## config.mk

```make
export PLATFORM = sky130hd
export DESIGN_NAME = lcb_rx_collector_flat
export DESIGN_NICKNAME = d
export VERILOG_FILES = /design/src/rtl/lcb_rx_collector_if.sv /design/src/rtl/lcb_rx_collector.sv /design/src/flat_wrapper.sv
export SDC_FILE = /design/constraint.sdc
export NUM_CORES = 1
export LEC_CHECK = 0
export CELL_PAD_IN_SITES_DETAIL_PLACEMENT = 0
export CELL_PAD_IN_SITES_GLOBAL_PLACEMENT = 1
export CORE_UTILIZATION = 50
export CTS_BUF_LIST = sky130_fd_sc_hd__clkbuf_4 sky130_fd_sc_hd__clkbuf_8 sky130_fd_sc_hd__clkbuf_16
export CTS_CLUSTER_DIAMETER = 60
export CTS_CLUSTER_SIZE = 10
export DETAILED_ROUTE_END_ITERATION = 6
export PLACE_DENSITY = 0.86
export SYNTH_ARGS = -nofsm -noshare
export SYNTH_HDL_FRONTEND = slang
export SYNTH_SLANG_ARGS = --single-unit
```

## constraint.sdc

```tcl
create_clock -name clk -period 5.5 [get_ports clk]
set_input_delay 1.1 -clock clk [delete_from_list [all_inputs] [get_ports clk]]
set_output_delay 1.1 -clock clk [all_outputs]
set_load 0.005 [all_outputs]
```

## src/rtl/lcb_rx_collector_if.sv

```systemverilog
// Bundles the per-channel byte strobes coming from the UART receivers and the
// drained byte stream going out to the orbital packers.
// The collector uses the master view; whoever feeds and consumes it uses slave.
interface lcb_rx_collector_if #(
  parameter int CH        = 5,
  parameter int FRAME_LEN = 16
);
  localparam int CW = (CH > 1) ? $clog2(CH) : 1;
  localparam int IW = (FRAME_LEN > 1) ? $clog2(FRAME_LEN) : 1;

  logic [CH-1:0]   iValid;
  logic [8*CH-1:0] iData;
  logic            iSync;

  logic            oValid;
  logic [7:0]      oData;
  logic [CW-1:0]   oCh;
  logic [IW-1:0]   oIdx;
  logic            oFill;
  logic            oDone;
  logic            oBusy;
  logic [CH-1:0]   oComplete;
  logic [CH-1:0]   oTmo;
  logic [CH-1:0]   oOvf;

  modport master (
    input  iValid, iData, iSync,
    output oValid, oData, oCh, oIdx, oFill, oDone, oBusy,
    output oComplete, oTmo, oOvf
  );

  modport slave (
    output iValid, iData, iSync,
    input  oValid, oData, oCh, oIdx, oFill, oDone, oBusy,
    input  oComplete, oTmo, oOvf
  );
endinterface

```

## src/rtl/lcb_rx_collector.sv

```systemverilog
// Multi-channel LCB answer-frame collector: buffers one frame per UART channel
// and, on frame sync, drains all channels 0..CH-1 as a byte-per-clock stream.
// Missing bytes come out as FILL; stalled partial frames are locked by a
// per-channel inter-byte timeout; dropped bytes are reported as sticky overflow.
//
//   state | meaning
//   IDLE  | collecting bytes, waiting for iSync
//   DRAIN | streaming CH*FRAME_LEN bytes; all incoming bytes dropped
module lcb_rx_collector #(
  parameter int         CH        = 5,
  parameter int         FRAME_LEN = 16,
  parameter int         TIMEOUT   = 800,
  parameter logic [7:0] FILL      = 8'hFF
) (
  input  logic               clk,
  input  logic               rst,
  lcb_rx_collector_if.master bus
);

  localparam int CW   = (CH > 1) ? $clog2(CH) : 1;
  localparam int IW   = (FRAME_LEN > 1) ? $clog2(FRAME_LEN) : 1;
  localparam int CNTW = $clog2(FRAME_LEN + 1);
  localparam int IDW  = $clog2(TIMEOUT);

  localparam logic [CNTW-1:0] CNT_FULL = CNTW'(FRAME_LEN);
  localparam logic [IDW-1:0]  IDL_LAST = IDW'(TIMEOUT - 1);
  localparam logic [IW-1:0]   IDX_LAST = IW'(FRAME_LEN - 1);
  localparam logic [CW-1:0]   CH_LAST  = CW'(CH - 1);

  typedef enum logic {IDLE, DRAIN} state_t;

  state_t          state;
  logic [7:0]      frameMem [CH][FRAME_LEN];
  logic [CNTW-1:0] cnt      [CH];
  logic [IDW-1:0]  idle     [CH];
  logic [CH-1:0]   accept;
  logic [CW-1:0]   rdCh;
  logic [IW-1:0]   rdIdx;
  logic            ptrValid;
  logic            drainEnd;
  logic            rdIsFill;

  // A byte is taken only while collecting, into a non-full, unlocked channel.
  always_comb begin
    accept = '0;
    for (int k = 0; k < CH; k++) begin
      accept[k] = bus.iValid[k] && (cnt[k] < CNT_FULL) && !bus.oTmo[k] && (state == IDLE);
    end
  end

  // The pointer has run past the last address: this is the clock after the last oValid.
  assign drainEnd = (state == DRAIN) && !ptrValid;
  assign rdIsFill = CNTW'(rdIdx) >= cnt[rdCh];

  always_comb begin
    bus.oComplete = '0;
    for (int k = 0; k < CH; k++) begin
      bus.oComplete[k] = (cnt[k] == CNT_FULL);
    end
  end

  // Frame buffers: every channel writes its own row in parallel; contents need no reset.
  always_ff @(posedge clk) begin
    for (int k = 0; k < CH; k++) begin
      if (accept[k]) begin
        frameMem[k][cnt[k][IW-1:0]] <= bus.iData[8*k +: 8];
      end
    end
  end

  // Write counters, inter-byte timeout and overflow flags for each channel.
  always_ff @(posedge clk) begin
    if (rst) begin
      for (int k = 0; k < CH; k++) begin
        cnt[k]  <= '0;
        idle[k] <= '0;
      end
      bus.oTmo <= '0;
      bus.oOvf <= '0;
    end else begin
      bus.oOvf <= bus.oOvf | (bus.iValid & ~accept);
      if (drainEnd) begin
        for (int k = 0; k < CH; k++) begin
          cnt[k]  <= '0;
          idle[k] <= '0;
        end
        bus.oTmo <= '0;
      end else begin
        for (int k = 0; k < CH; k++) begin
          if (accept[k]) begin
            cnt[k]  <= cnt[k] + 1'b1;
            idle[k] <= '0;
          end else if ((cnt[k] != '0) && (cnt[k] < CNT_FULL) && !bus.oTmo[k]) begin
            // The counter parks at its last value once the channel is locked.
            if (idle[k] == IDL_LAST) begin
              bus.oTmo[k] <= 1'b1;
            end else begin
              idle[k] <= idle[k] + 1'b1;
            end
          end
        end
      end
    end
  end

  // Drain sequencer: synchronous buffer read, so the stream lags the pointer by one clock.
  always_ff @(posedge clk) begin
    if (rst) begin
      state      <= IDLE;
      ptrValid   <= 1'b0;
      rdCh       <= '0;
      rdIdx      <= '0;
      bus.oValid <= 1'b0;
      bus.oData  <= '0;
      bus.oCh    <= '0;
      bus.oIdx   <= '0;
      bus.oFill  <= 1'b0;
      bus.oDone  <= 1'b0;
      bus.oBusy  <= 1'b0;
    end else begin
      bus.oDone <= 1'b0;
      case (state)
        IDLE: begin
          bus.oValid <= 1'b0;
          bus.oFill  <= 1'b0;
          if (bus.iSync) begin
            state     <= DRAIN;
            ptrValid  <= 1'b1;
            rdCh      <= '0;
            rdIdx     <= '0;
            bus.oBusy <= 1'b1;
          end
        end
        DRAIN: begin
          if (ptrValid) begin
            bus.oValid <= 1'b1;
            bus.oData  <= rdIsFill ? FILL : frameMem[rdCh][rdIdx];
            bus.oFill  <= rdIsFill;
            bus.oCh    <= rdCh;
            bus.oIdx   <= rdIdx;
            // Explicit wrap so a non-power-of-two FRAME_LEN steps correctly.
            if (rdIdx == IDX_LAST) begin
              rdIdx <= '0;
              if (rdCh == CH_LAST) begin
                ptrValid <= 1'b0;
              end else begin
                rdCh <= rdCh + 1'b1;
              end
            end else begin
              rdIdx <= rdIdx + 1'b1;
            end
          end else begin
            bus.oValid <= 1'b0;
            bus.oFill  <= 1'b0;
            bus.oDone  <= 1'b1;
            bus.oBusy  <= 1'b0;
            state      <= IDLE;
          end
        end
        default: state <= IDLE;
      endcase
    end
  end

endmodule

```

## src/flat_wrapper.sv

```systemverilog
// flat-port wrapper written by rule: the top's interface ports become plain ports
module lcb_rx_collector_flat 
#(
  parameter int         CH        = 5,
  parameter int         FRAME_LEN = 16,
  parameter int         TIMEOUT   = 800,
  parameter logic [7:0] FILL      = 8'hFF
)
  (clk, rst, bus_iValid, bus_iData, bus_iSync, bus_oValid, bus_oData, bus_oCh, bus_oIdx, bus_oFill, bus_oDone, bus_oBusy, bus_oComplete, bus_oTmo, bus_oOvf);
  lcb_rx_collector_if #(.CH(CH), .FRAME_LEN(FRAME_LEN)) bus_i ();
  input  logic clk;
  input  logic rst;
  input wire logic [$bits(bus_i.iValid)-1:0] bus_iValid;
  input wire logic [$bits(bus_i.iData)-1:0] bus_iData;
  input wire logic [$bits(bus_i.iSync)-1:0] bus_iSync;
  output wire logic [$bits(bus_i.oValid)-1:0] bus_oValid;
  output wire logic [$bits(bus_i.oData)-1:0] bus_oData;
  output wire logic [$bits(bus_i.oCh)-1:0] bus_oCh;
  output wire logic [$bits(bus_i.oIdx)-1:0] bus_oIdx;
  output wire logic [$bits(bus_i.oFill)-1:0] bus_oFill;
  output wire logic [$bits(bus_i.oDone)-1:0] bus_oDone;
  output wire logic [$bits(bus_i.oBusy)-1:0] bus_oBusy;
  output wire logic [$bits(bus_i.oComplete)-1:0] bus_oComplete;
  output wire logic [$bits(bus_i.oTmo)-1:0] bus_oTmo;
  output wire logic [$bits(bus_i.oOvf)-1:0] bus_oOvf;
  assign bus_i.iValid = bus_iValid;
  assign bus_i.iData = bus_iData;
  assign bus_i.iSync = bus_iSync;
  assign bus_oValid = bus_i.oValid;
  assign bus_oData = bus_i.oData;
  assign bus_oCh = bus_i.oCh;
  assign bus_oIdx = bus_i.oIdx;
  assign bus_oFill = bus_i.oFill;
  assign bus_oDone = bus_i.oDone;
  assign bus_oBusy = bus_i.oBusy;
  assign bus_oComplete = bus_i.oComplete;
  assign bus_oTmo = bus_i.oTmo;
  assign bus_oOvf = bus_i.oOvf;
  lcb_rx_collector #(.CH(CH), .FRAME_LEN(FRAME_LEN), .TIMEOUT(TIMEOUT), .FILL(FILL)) u_core (.clk(clk), .rst(rst), .bus(bus_i));
endmodule
```

## Word-level counts from Yosys, hierarchy flattened

Memories as Yosys holds them, arrays and structs flattened. A register that Yosys moved wholly into a read port is not among the register bits.
Cells that the tools add are included.

| word-level totals | value |
|---|---|
| output and inout bits | 34 |
| register bits | 38 |
| memories kept | 3 |
| word-level logic and storage cells | 285 |
| bits in writable memories | 715 |

Memory list:

| memory | depth | width | rd ports | clocked after Yosys merged registers in | wr ports | RTL line | RTL |
|---|---|---|---|---|---|---|---|
| u_core.frameMem | 5 | 128 | 1 | 1 | 5 | lcb_rx_collector.sv:33 | `logic [7:0] frameMem [CH][FRAME_LEN];` |
| u_core.idle | 5 | 10 | 5 | 0 | 5 | lcb_rx_collector.sv:35 | `logic [IDW-1:0] idle [CH];` |
| u_core.cnt | 5 | 5 | 6 | 1 | 5 | lcb_rx_collector.sv:34 | `logic [CNTW-1:0] cnt [CH];` |

| cells by class | value |
|---|---|
| $lt $le $gt $ge | 17 |
| $add $sub $neg | 12 |
| reductions and logical operators | 53 |
| equality and inequality tests | 17 |
| multiplexer cells | 126 |
| bitwise logic cells | 40 |

Operator list:

| operator | count |
|---|---|
| $mux W128 | 5 |
| $demux W8 S4 | 5 |
| $mux W10 | 15 |
| $mux W1 | 64 |
| $mux W8 | 8 |
| $add A10 B1 Y10 const B | 5 |
| $eq A10 B10 Y1 const B | 5 |
| $mux W5 | 10 |
| $bmux W8 S4 | 1 |
| $logic_and A1 B1 Y1 | 31 |
| $ge A5 B5 Y1 const B | 6 |
| $not A4 Y5 | 6 |
| $add A5 B1 Y5 const B | 5 |
| $eq A5 B5 Y1 const B | 5 |
| $lt A5 B1 Y1 const B | 5 |
| $lt A5 B5 Y1 const B | 5 |
| $or A1 B1 Y1 | 25 |
| $reduce_bool A5 Y1 | 5 |
| $mux W3 | 8 |
| $reduce_and A3 Y1 | 5 |
| $mux W4 | 3 |
| $ne A2 B2 Y1 const B | 5 |
| $pmux W1 S2 | 5 |
| $pmux W4 S2 | 1 |
| 14 further kinds | 27 |

## Depth between registers and ports, before layout

Gate-level depths: netlist (run 1).

| depth | value |
|---|---|
| word-level depth | 10 |
| mapped depth | 15 |
| depth with buffers taken out | 10 |

## Least setup slack after synthesis (run 1)

Ideal clock, no wire load.

| timing path | value |
|---|---|
| path type | reg-to-reg |
| from | register (tool-made name) |
| to | register u_core.bus.oData[7] |
| required time | 5.366 ns |
| setup time | 0.134 ns |
| slack | 1.952 ns |
| data arrival time | 3.413 ns |
| buffers on the path | 5 |
| cell stages (with the launch flop) | 16 |
| path through | dfxtp_1 -> buf_6 -> buf_12 -> buf_4 -> buf_4 -> buf_4 -> mux4_2 -> nand2_1 -> o21ai_0 -> ha_1 -> nand2b_1 -> a211o_1 -> a21oi_1 -> a211o_1 -> a21oi_1 -> or4b_1 |

RTL lines:

| element | RTL line | RTL |
|---|---|---|
| to (signal assigned) | lcb_rx_collector.sv:137 | `bus.oData <= rdIsFill ? FILL : frameMem[rdCh][rdIdx];` |
| to (decl) | lcb_rx_collector_if.sv:28 | `output oValid, oData, oCh, oIdx, oFill, oDone, oBusy,` |

==> results of run 1 <==
## cell families after synthesis
logic type / Yosys count / synth area share, %
xor+xnor: 57 / 1.608
compound gates: 128 / 2.700
flops: 756 / 71.80
fa+ha+maj: 32 / 1.290
simple gates: 471 / 7.045
mux: 240 / 13.75
buf+inv: 119 / 1.801
## layout by cell type (no fill, tap or decap), types with 25 or more instances in the layout
cell type	count
a21oi_1	37
clkbuf_16	88
clkdlybuf4s50_1	80
dfxtp_1	36
edfxtp_1	715
ha_1	32
inv_1	29
mux2i_1	83
mux4_2	139
nand2_1	102
nand3_1	50
nor2_1	178
nor3_1	25
xor2_1	36
## flip-flops by register name, indices dropped and copies added, names as in the netlist, 3 cells and up, named ones only
signal / flops
u_core.bus.oCh: 3
u_core.bus.oData: 8
u_core.bus.oIdx: 4
u_core.bus.oOvf: 5
u_core.bus.oTmo: 5
u_core.cnt: 25
u_core.frameMem: 640
u_core.idle: 50
u_core.rdCh: 3
u_core.rdIdx: 4
## report_power, final
part           switching [uW]  leakage, uW  internal (uW)
Combinational             464      0.00300            216
Clock                    2200      0.00125           3020
Sequential                153      0.00691           6500
Total                    2820       0.0112           9740
## synth_stat cells, types with 22 or more instances
cell | n | share of area, %
edfxtp_1 | 715 | 69
nor2_1 | 178 | 2.2
mux4_2 | 139 | 10
nand2_1 | 102 | 1.2
mux2i_1 | 83 | 2.7
nand3_1 | 50 | 0.81
clkbuf_1 | 45 | 0.54
dfxtp_1 | 41 | 2.6
a21oi_1 | 37 | 0.60
xor2_1 | 36 | 1.0
ha_1 | 32 | 1.3
inv_1 | 29 | 0.35
nor3_1 | 26 | 0.42
buf_2 | 25 | 0.40
and2_1 | 22 | 0.44
nand2b_1 | 22 | 0.44
## final cells by class
| cell class | instances | area, sq um | share of cell area, % |
|---|---|---|---|
| Inverter | 31 | 116.4 | 0.3312 |
| Timing Repair Buffer | 108 | 1031 | 2.935 |
| Sequential cell | 756 | 22310 | 63.50 |
| Clock buffer | 112 | 2382 | 6.782 |
| Multi-Input combinational cell | 928 | 8199 | 23.34 |
| Clock inverter | 11 | 116.4 | 0.3312 |
| Tap cell | 782 | 978.4 | 2.785 |
## through the flow
stage / std cells / setup WS, ns / power, uW
after floorplan: 1803 / 1.952 / 7042
after global placement: 2603 / 1.670 / 7399
after detailed placement: 2603 / 1.692 / 7423
after CTS: 2726 / 1.842 / 12560
after global routing: 2728 / 1.698 / 12820
final: 2728 / 1.831 / 12560
## worst max-delay path by stage
stage	startpoint	endpoint	slack, ns	cells past startpoint
final	u_core.cnt[0][0]$_SDFFCE_PN0P_	bus_oComplete[0]	1.83	4
after global routing	flop	u_core.bus.oData[7]$_SDFFE_PP0P_	1.70	10
after CTS	u_core.cnt[0][0]$_SDFFCE_PN0P_	bus_oComplete[0]	1.84	4
after detailed placement	bus_iValid[3]	u_core.frameMem[3][105]$_DFFE_PP_	1.69	5
after global placement	bus_iValid[3]	u_core.frameMem[3][121]$_DFFE_PP_	1.67	5
after floorplan	flop	u_core.bus.oData[7]$_SDFFE_PP0P_	1.95	15
## worst max-delay path, stage by stage (launching register included)
cell	delay, ns
edfxtp_1	0.51
inv_1	0.14
ha_1	0.45
and3_1	0.31
clkdlybuf4s50_1	0.53
## layer usage
metal / share of wire [%] / track usage (%) / vias to the layer above
li1: - / - / 7255
met3: 11 / 6.099 / 268
met2: 47 / 42.83 / 1232
met1: 37 / 36.04 / 8986
met4: 5.3 / 14.34 / 6
met5: 0.035 / 0 / -
==> out/qor.txt, run 1 <==
Die width: 251.2 microns
EDFF count, synth: 715
Max Cap Violations: 0
Drt pass-1 iters: 5
Vias in the first global route: 17.76k
Die area: 0.06309 sq mm
CTS root buf: clkbuf_16
Die height: 251.2 microns
Leak: 0.01116 uW
Hold Crit Class: flop to flop
Post-DRT Antenna Nets: 0
Initial antenna violation count: 3
Drt wl/cell: 31.25 microns
Layout area overhead: 13.15%
Max Clk Rate: 272.6 MHz
TritonCTS Buffers: 87
GRT Total Usage: 27.35%
Via count: 17.75k
RR Endpoint: u_core.bus.oData[7]$_SDFFE_PP0P_
Post-cts repair resize count: 0
Layout cells sized above 1: 15.93%
Primary FF master, synth: edfxtp_1
Synthesized area: 0.03104 sq mm
Minimum clock period: 3.669 ns
Final instance area: 0.03513 sq mm
Initial Util: 51.05%
DP HPWL: 52860 microns
Hold slack: 0.4566 ns
WL final: 85240 microns
Worst-Skew Late Latency: 0.64 ns
Skew final: 0.01578 ns
Syn_area_per_cell: 17.22 sq um
Slew Limit Fails: 0
Warnings, synthesis: 0
Critical Path AT: 2.57 ns
Setup bufs post-CTS: 0
Dpl cell area: 0.03261 sq mm
Worst-margin pin slew: 1.368 ns
Hold_sp: u_core.bus.oIdx[3]$_SDFFE_PP0P_
GPL Wtd Cong: 0.9202
Core area: 0.06081 sq mm
Worst-path clk slew: 0.05 ns
Outcome: complete, no violations
WS Path Type: flop to output pin
Drt drc: 0
FILL cells: 4446
Worst hold path depth: 2
Yosys cell types: 58
# IOs: 82
R2r worst-path depth: 10
CTS tree: done
First-pass GRT wire length: 122400 microns
Post-route core utilization: 57.77%
Fin Setup TNS: 0 ns
Critical Path Source Type: flop
#FFs+latches synth: 756
Fin crit share: 66.71%
Vias per inst: 6.505
Unrepaired setup endpoints after global routing: no
Initial DRC count: 2331
P per Cell Area: 357.5 mW/mm^2
Crit path max fanout: 6
H-tree levels: 3
Setup violations, final: 0
Hold-critical path endpoint: u_core.bus.oIdx[3]$_SDFFE_PP0P_
Largest net degree at the start of global routing: 69
CTS Hold Bufs: 0
N_diodes: 0
Syn Inst Count: 1803
Clk buf depth: 3
Placement Rows: 90
Register area share after synthesis: 71.80%
Final net count: 1992
Port buffer count: 81
CTS sink count: 756
Max rail drop VDD: 0.0003813 V
Synthesized Nets: 1883
GRT overflow: 0
Ys async rst share: 0%
WP data required: 4.40 ns
CP Capture Type: output pin
Slew HR: 8.488%
Final Hold Viols: 0
R2R Setup Slk: 1.95 ns
No activity file was read; power rests on OpenSTA's default activity.
==> inputs of run 2 (changes only) <==
CORE_UTILIZATION = 48   (was 50)
clock period = 3.1 ns   (was 5.5 ns; I/O delays follow)
==> run 2 against run 1 <==
Die area is 4.1% higher. Critical path depth is 4 higher. Power is 78% higher. Largest cell class unchanged. Sequential power is 76% higher.
==> out/qor.txt, run 2 (synthesis results as in run 1) <==
RR Endpoint: u_core.bus.oData[0]$_SDFFE_PP0P_
Setup violations, final: 0
Slew Limit Fails: 0
Fin cells: 2922
CTS sink count: 756
Post-route core utilization: 57.16%
Via count: 18.41k
CP Capture Type: flop
WL final: 88130 microns
Initial Util: 48.86%
Largest net degree at the start of global routing: 72
Die area: 0.06570 sq mm
N_diodes: 0
Worst-path clk slew: 0.06 ns
Slew HR: 35.35%
Most common cell after layout, fill and taps aside: edfxtp_1
CTS tree: done
Hold Crit Class: input port to flop
TritonCTS Buffers: 85
Outcome: complete, no violations
Critical Path AT: 3.52 ns
Fin Setup TNS: 0 ns
Vias per inst: 6.300
First-pass GRT wire length: 127100 microns
Core area: 0.06354 sq mm
Initial DRC count: 2578
Drt pass-1 iters: 5
GRT overflow: 0
Leak: 0.01188 uW
Layout cells sized above 1: 21.39%
Placed Cells: 2800
Largest register FFs: 640
H-tree levels: 3
Die height: 256.3 microns
Pre-CTS WS: 0.1679 ns
Drt wl/cell: 30.16 microns
Worst-margin pin slew: 0.9667 ns
Most frequent cells in the layout: edfxtp_1, nor2_1, buf_4
Minimum clock period: 3.021 ns
CP Capture Point: u_core.bus.oData[0]$_SDFFE_PP0P_
CTS root buf: clkbuf_16
Layout area overhead: 16.99%
Max Cap Violations: 0
Clk buf depth: 3
Fin crit share: 97.44%
GRT Total Usage: 27.02%
Placement Rows: 92
Fin worst setup slack: 0.07937 ns
Vias in the first global route: 18.66k
FILL cells: 4670
Drt drc: 0
Critical Path Source Type: flop
WS Path Type: flop to flop
P per Cell Area: 615.0 mW/mm^2
Post-DRT Antenna Nets: 0
Final Hold Viols: 0
R2r worst-path depth: 8
GPL Wtd Cong: 0.9609
WP data required: 3.60 ns
Skew final: 0.03603 ns
Worst-Skew Late Latency: 0.65 ns
Unrepaired setup endpoints after global routing: no
Max rail drop VDD: 0.0004682 V
Die width: 256.3 microns
R2R Setup Slk: 0.08 ns
Hold slack: 0.3685 ns
Max Clk Rate: 331.1 MHz
# IOs: 82
DP HPWL: 55800 microns
Crit path max fanout: 20
Final net count: 2121
Port buffer count: 81
Initial antenna violation count: 3
## run 2: cell count changes in the layout (fill, tap and decap cells not counted), moves of 2 or more
cell / change
buf_12: +8
clkinv_16: +2
inv_6: -3
inv_16: -2
buf_4: +124
clkbuf_4: +6
## run 2: layout make-up
cell class                 count  area, sq um  share of cell area, %
clock buffer                 117         2402                  6.614
inverter                      31        116.4                 0.3204
multi-input combinational    928         8219                  22.63
clock inverter                 5        101.3                 0.2790
timing repair buffer         239         2117                  5.829
sequential                   756        22310                  61.41
tap                          846         1059                  2.914
## run 2: report_power, final
part / internal [uW] / total (uW) / switching [uW]
sequential: 11500 / 11700 / 206
combinational: 475 / 1390 / 919
clock: 5370 / 9210 / 3850
total: 17400 / 22300 / 4970
## run 2: critical path, cell delays in order (launching register included)
cell	delay, ns
dfxtp_4	0.38
buf_12	0.20
buf_12	0.24
buf_4	0.22
mux4_2	0.53
a2111oi_0	0.63
nor3_1	0.13
a21oi_1	0.39
a21oi_1	0.14
## run 2: routing by layer
| layer | vias up | global-route usage (%) | routed length (microns) |
|---|---|---|---|
| met5 | - | 0 | 0 |
| met4 | 0 | 16.87 | 5660 |
| met3 | 292 | 6.010 | 9935 |
| met2 | 1345 | 42.52 | 41480 |
| met1 | 9261 | 34.21 | 31050 |
| li1 | 7510 | - | - |
## run 2: worst min path at each step
stage                                         start                          endpoint  cells past startpoint
global route                                    rst  u_core.bus.oData[6]$_SDFFE_PP0P_                      2
detailed placement  u_core.bus.oIdx[0]$_SDFFE_PP0P_   u_core.bus.oIdx[0]$_SDFFE_PP0P_                      2
global placement     u_core.bus.oCh[1]$_SDFFE_PP0P_    u_core.bus.oCh[1]$_SDFFE_PP0P_                      2
finish                                          rst  u_core.bus.oData[6]$_SDFFE_PP0P_                      2
CTS                                             rst  u_core.bus.oData[6]$_SDFFE_PP0P_                      2
floorplan            u_core.bus.oCh[0]$_SDFFE_PP0P_    u_core.bus.oCh[0]$_SDFFE_PP0P_                      2
## run 2: stage by stage
stage	instance area (sq um)	total power, uW
2_1_floorplan	31100	12500
3_3_place_gp	33800	13230
3_5_place_dp	33800	13290
4_1_cts	36310	22370
5_1_grt	36320	22850
6_report	36320	22340
## run 2: timing repair
item | in CTS | in global routing
hold buffers | 0 | 0
pin swaps | 0 | 0
gates resized for setup | 1 | 2
gates cloned | 0 | 0
hold endpoints to repair | 0 | 0
endpoints found under the setup margin | 1 | 2
buffers inserted | 0 | 0
==> inputs of run 3 (changes only) <==
CORE_UTILIZATION = 25   (was 48)
PLACE_DENSITY = 0.56   (was 0.86)
==> run 3 against run 2 <==
Sequential cell count is the same. Final cell count increased by 28%. Critical path depth decreased by 3. Global-route usage fell by 11 points. Combinational power is 4% higher. Die area grew 91%. Hold slack improved by 0.074 ns. Clock skew is 0.016 ns lower. Register-to-register slack improved by 0.05 ns. Critical path type is now flop to output pin. Critical endpoint is now bus_oComplete[0]. Largest power group unchanged.
==> out/qor.txt, run 3 (synthesis results as in run 1) <==
Area taken by multi-input logic gates: 0.008222 sq mm
Critical Path AT: 2.40 ns
Hold Crit Class: input port to flop
Slew Limit Fails: 0
DP HPWL: 65920 microns
Hold-critical path endpoint: u_core.bus.oOvf[0]$_SDFF_PP0_
CTS sink count: 756
TritonCTS Buffers: 86
Port buffer count: 81
Worst-Skew Late Latency: 0.65 ns
Vias in the first global route: 18.27k
Switching Share: 22.55%
Post-DRT Antenna Nets: 0
Die height: 354.4 microns
Worst path bufs/invs: 3
H-tree levels: 3
Worst hold path depth: 3
GRT overflow: 0
Clk buf depth: 3
Max incr delay on CP: 0.53 ns
CTS tree: done
Comb pwr share: 6.4%
Max Clk Rate: 330.9 MHz
Vias per inst: 4.789
Internal power: 17490 uW
P per Cell Area: 600.7 mW/mm^2
R2R Setup Slk: 0.13 ns
Max Cap Violations: 0
Fin Setup TNS: 0 ns
Fin crit share: 97.49%
Setup violations, final: 0
CP Capture Type: output pin
Hold_sp: rst
Via count: 17.94k
GRT Total Usage: 15.81%
FILL cells: 11.93k
Die width: 354.4 microns
Drt drc: 0
Worst-margin pin slew: 0.8581 ns
Final net count: 2164
Outcome: complete, no violations
Unrepaired setup endpoints after global routing: no
Drt pass-1 iters: 5
FF+latch area: 0.02231 sq mm
CTS root buf: clkbuf_16
Slowest CP cell: clkdlybuf4s50_1
Final Hold Viols: 0
Drt wl/cell: 26.88 microns
Layout area overhead: 21.07%
Largest register FFs: 640
# IOs: 82
WP data required: 2.48 ns
CTS Hold Bufs: 0
Initial Util: 25.34%
WL final: 100700 microns
Largest net degree at the start of global routing: 60
Worst-path clk slew: 0.06 ns
Most common cell after layout, fill and taps aside: edfxtp_1
Core area: 0.1225 sq mm
CP top delay family: buffers and inverters
WS Path Type: flop to output pin
Layout cells sized above 1: 22.99%
Setup bufs post-CTS: 0
Crit path max fanout: 6
Reg power frac: 51.9%
GPL Wtd Cong: 0.8455
Clock share of power: 41.6%
Critical Path Source Type: flop
Initial DRC count: 1722
Most frequent cells in the layout: edfxtp_1, buf_4, nor2_1
R2r worst-path depth: 8
NetSw: 5091 uW
Minimum clock period: 3.022 ns
Max rail drop VDD: 0.0003476 V
Leak: 0.01209 uW
Skew final: 0.02039 ns
Slew HR: 42.45%
First-pass GRT wire length: 140900 microns
Die area: 0.1256 sq mm
CP Cell Sequence: buf_4 > inv_1 > ha_2 > and3_1 > clkdlybuf4s50_1
Placement Rows: 128
Initial antenna violation count: 8
Post-route core utilization: 30.68%
RR Endpoint: u_core.bus.oData[3]$_SDFFE_PP0P_
[run 3: cell count changes in the layout (fill, tap and decap cells not counted), moves of 2 or more]
cell,before,now
diode_2,0,2
clkbuf_4,30,27
buf_12,10,7
buf_4,148,192
clkinv_16,2,0
[run 3: what timing repair did]
item	in CTS	in global routing
pin swaps	0	2
gates resized for setup	2	1
setup endpoints to repair	2	2
[run 3: metrics by stage]
stage	power (uW)	instances	instance area, sq um	worst slack (ns)	hold WS, ns
global placement	13350	3621	35060	-0.01497	0.4482
CTS	22790	3743	37570	0.05486	0.3926
finish	22580	3745	37590	0.07791	0.4426
global route	23250	3743	37580	0.007289	0.4273
floorplan	12500	1803	31100	-0.1584	0.4527
detailed placement	13390	3621	35060	0.009596	0.4529
[run 3: worst max-delay path by stage]
stage                                        start  slack [ns]                               end  cells past startpoint
floorplan                                     flop       -0.16  u_core.bus.oData[7]$_SDFFE_PP0P_                     15
global placement                              flop       -0.01  u_core.bus.oData[4]$_SDFFE_PP0P_                      8
detailed placement                            flop        0.01  u_core.bus.oData[4]$_SDFFE_PP0P_                      8
CTS                 u_core.cnt[0][0]$_SDFFCE_PN0P_        0.05                  bus_oComplete[0]                      5
global route                                  flop       0.007  u_core.bus.oData[7]$_SDFFE_PP0P_                     10
finish              u_core.cnt[0][0]$_SDFFCE_PN0P_        0.08                  bus_oComplete[0]                      5
[run 3: power groups by stage]
stage               Sequential, uW  Combinational [uW]  Clock, uW
floorplan                    11900                 640          0
global placement             11900                1430          0
detailed placement           11900                1450          0
CTS                          11700                1460       9600
global route                 11800                1550       9960
finish                       11700                1450       9400
[run 3: layer usage]
layer | vias to the layer above | GRT usage, % | share of wire, %
li1 | 7594 | - | -
met1 | 9490 | 20.11 | 41
met2 | 709 | 27.25 | 50
met3 | 142 | 2.514 | 6.0
met4 | 0 | 5.362 | 2.9
met5 | - | 0 | 0
[run 3: worst min-delay path, delay by kind of cell]
family	cells	cell delay, ns
buffers and inverters	2	0.37
AND/OR/NAND/NOR	1	0.04
[run 3: area by class of cell]
cell class,instances,area share [%]
Antenna cell,2,0.01332
Clock buffer,116,6.435
Clock inverter,6,0.2330
Inverter,31,0.3096
Multi-Input combinational cell,928,21.87
Sequential cell,756,59.34
Tap cell,1625,5.409
Timing Repair Buffer,281,6.381
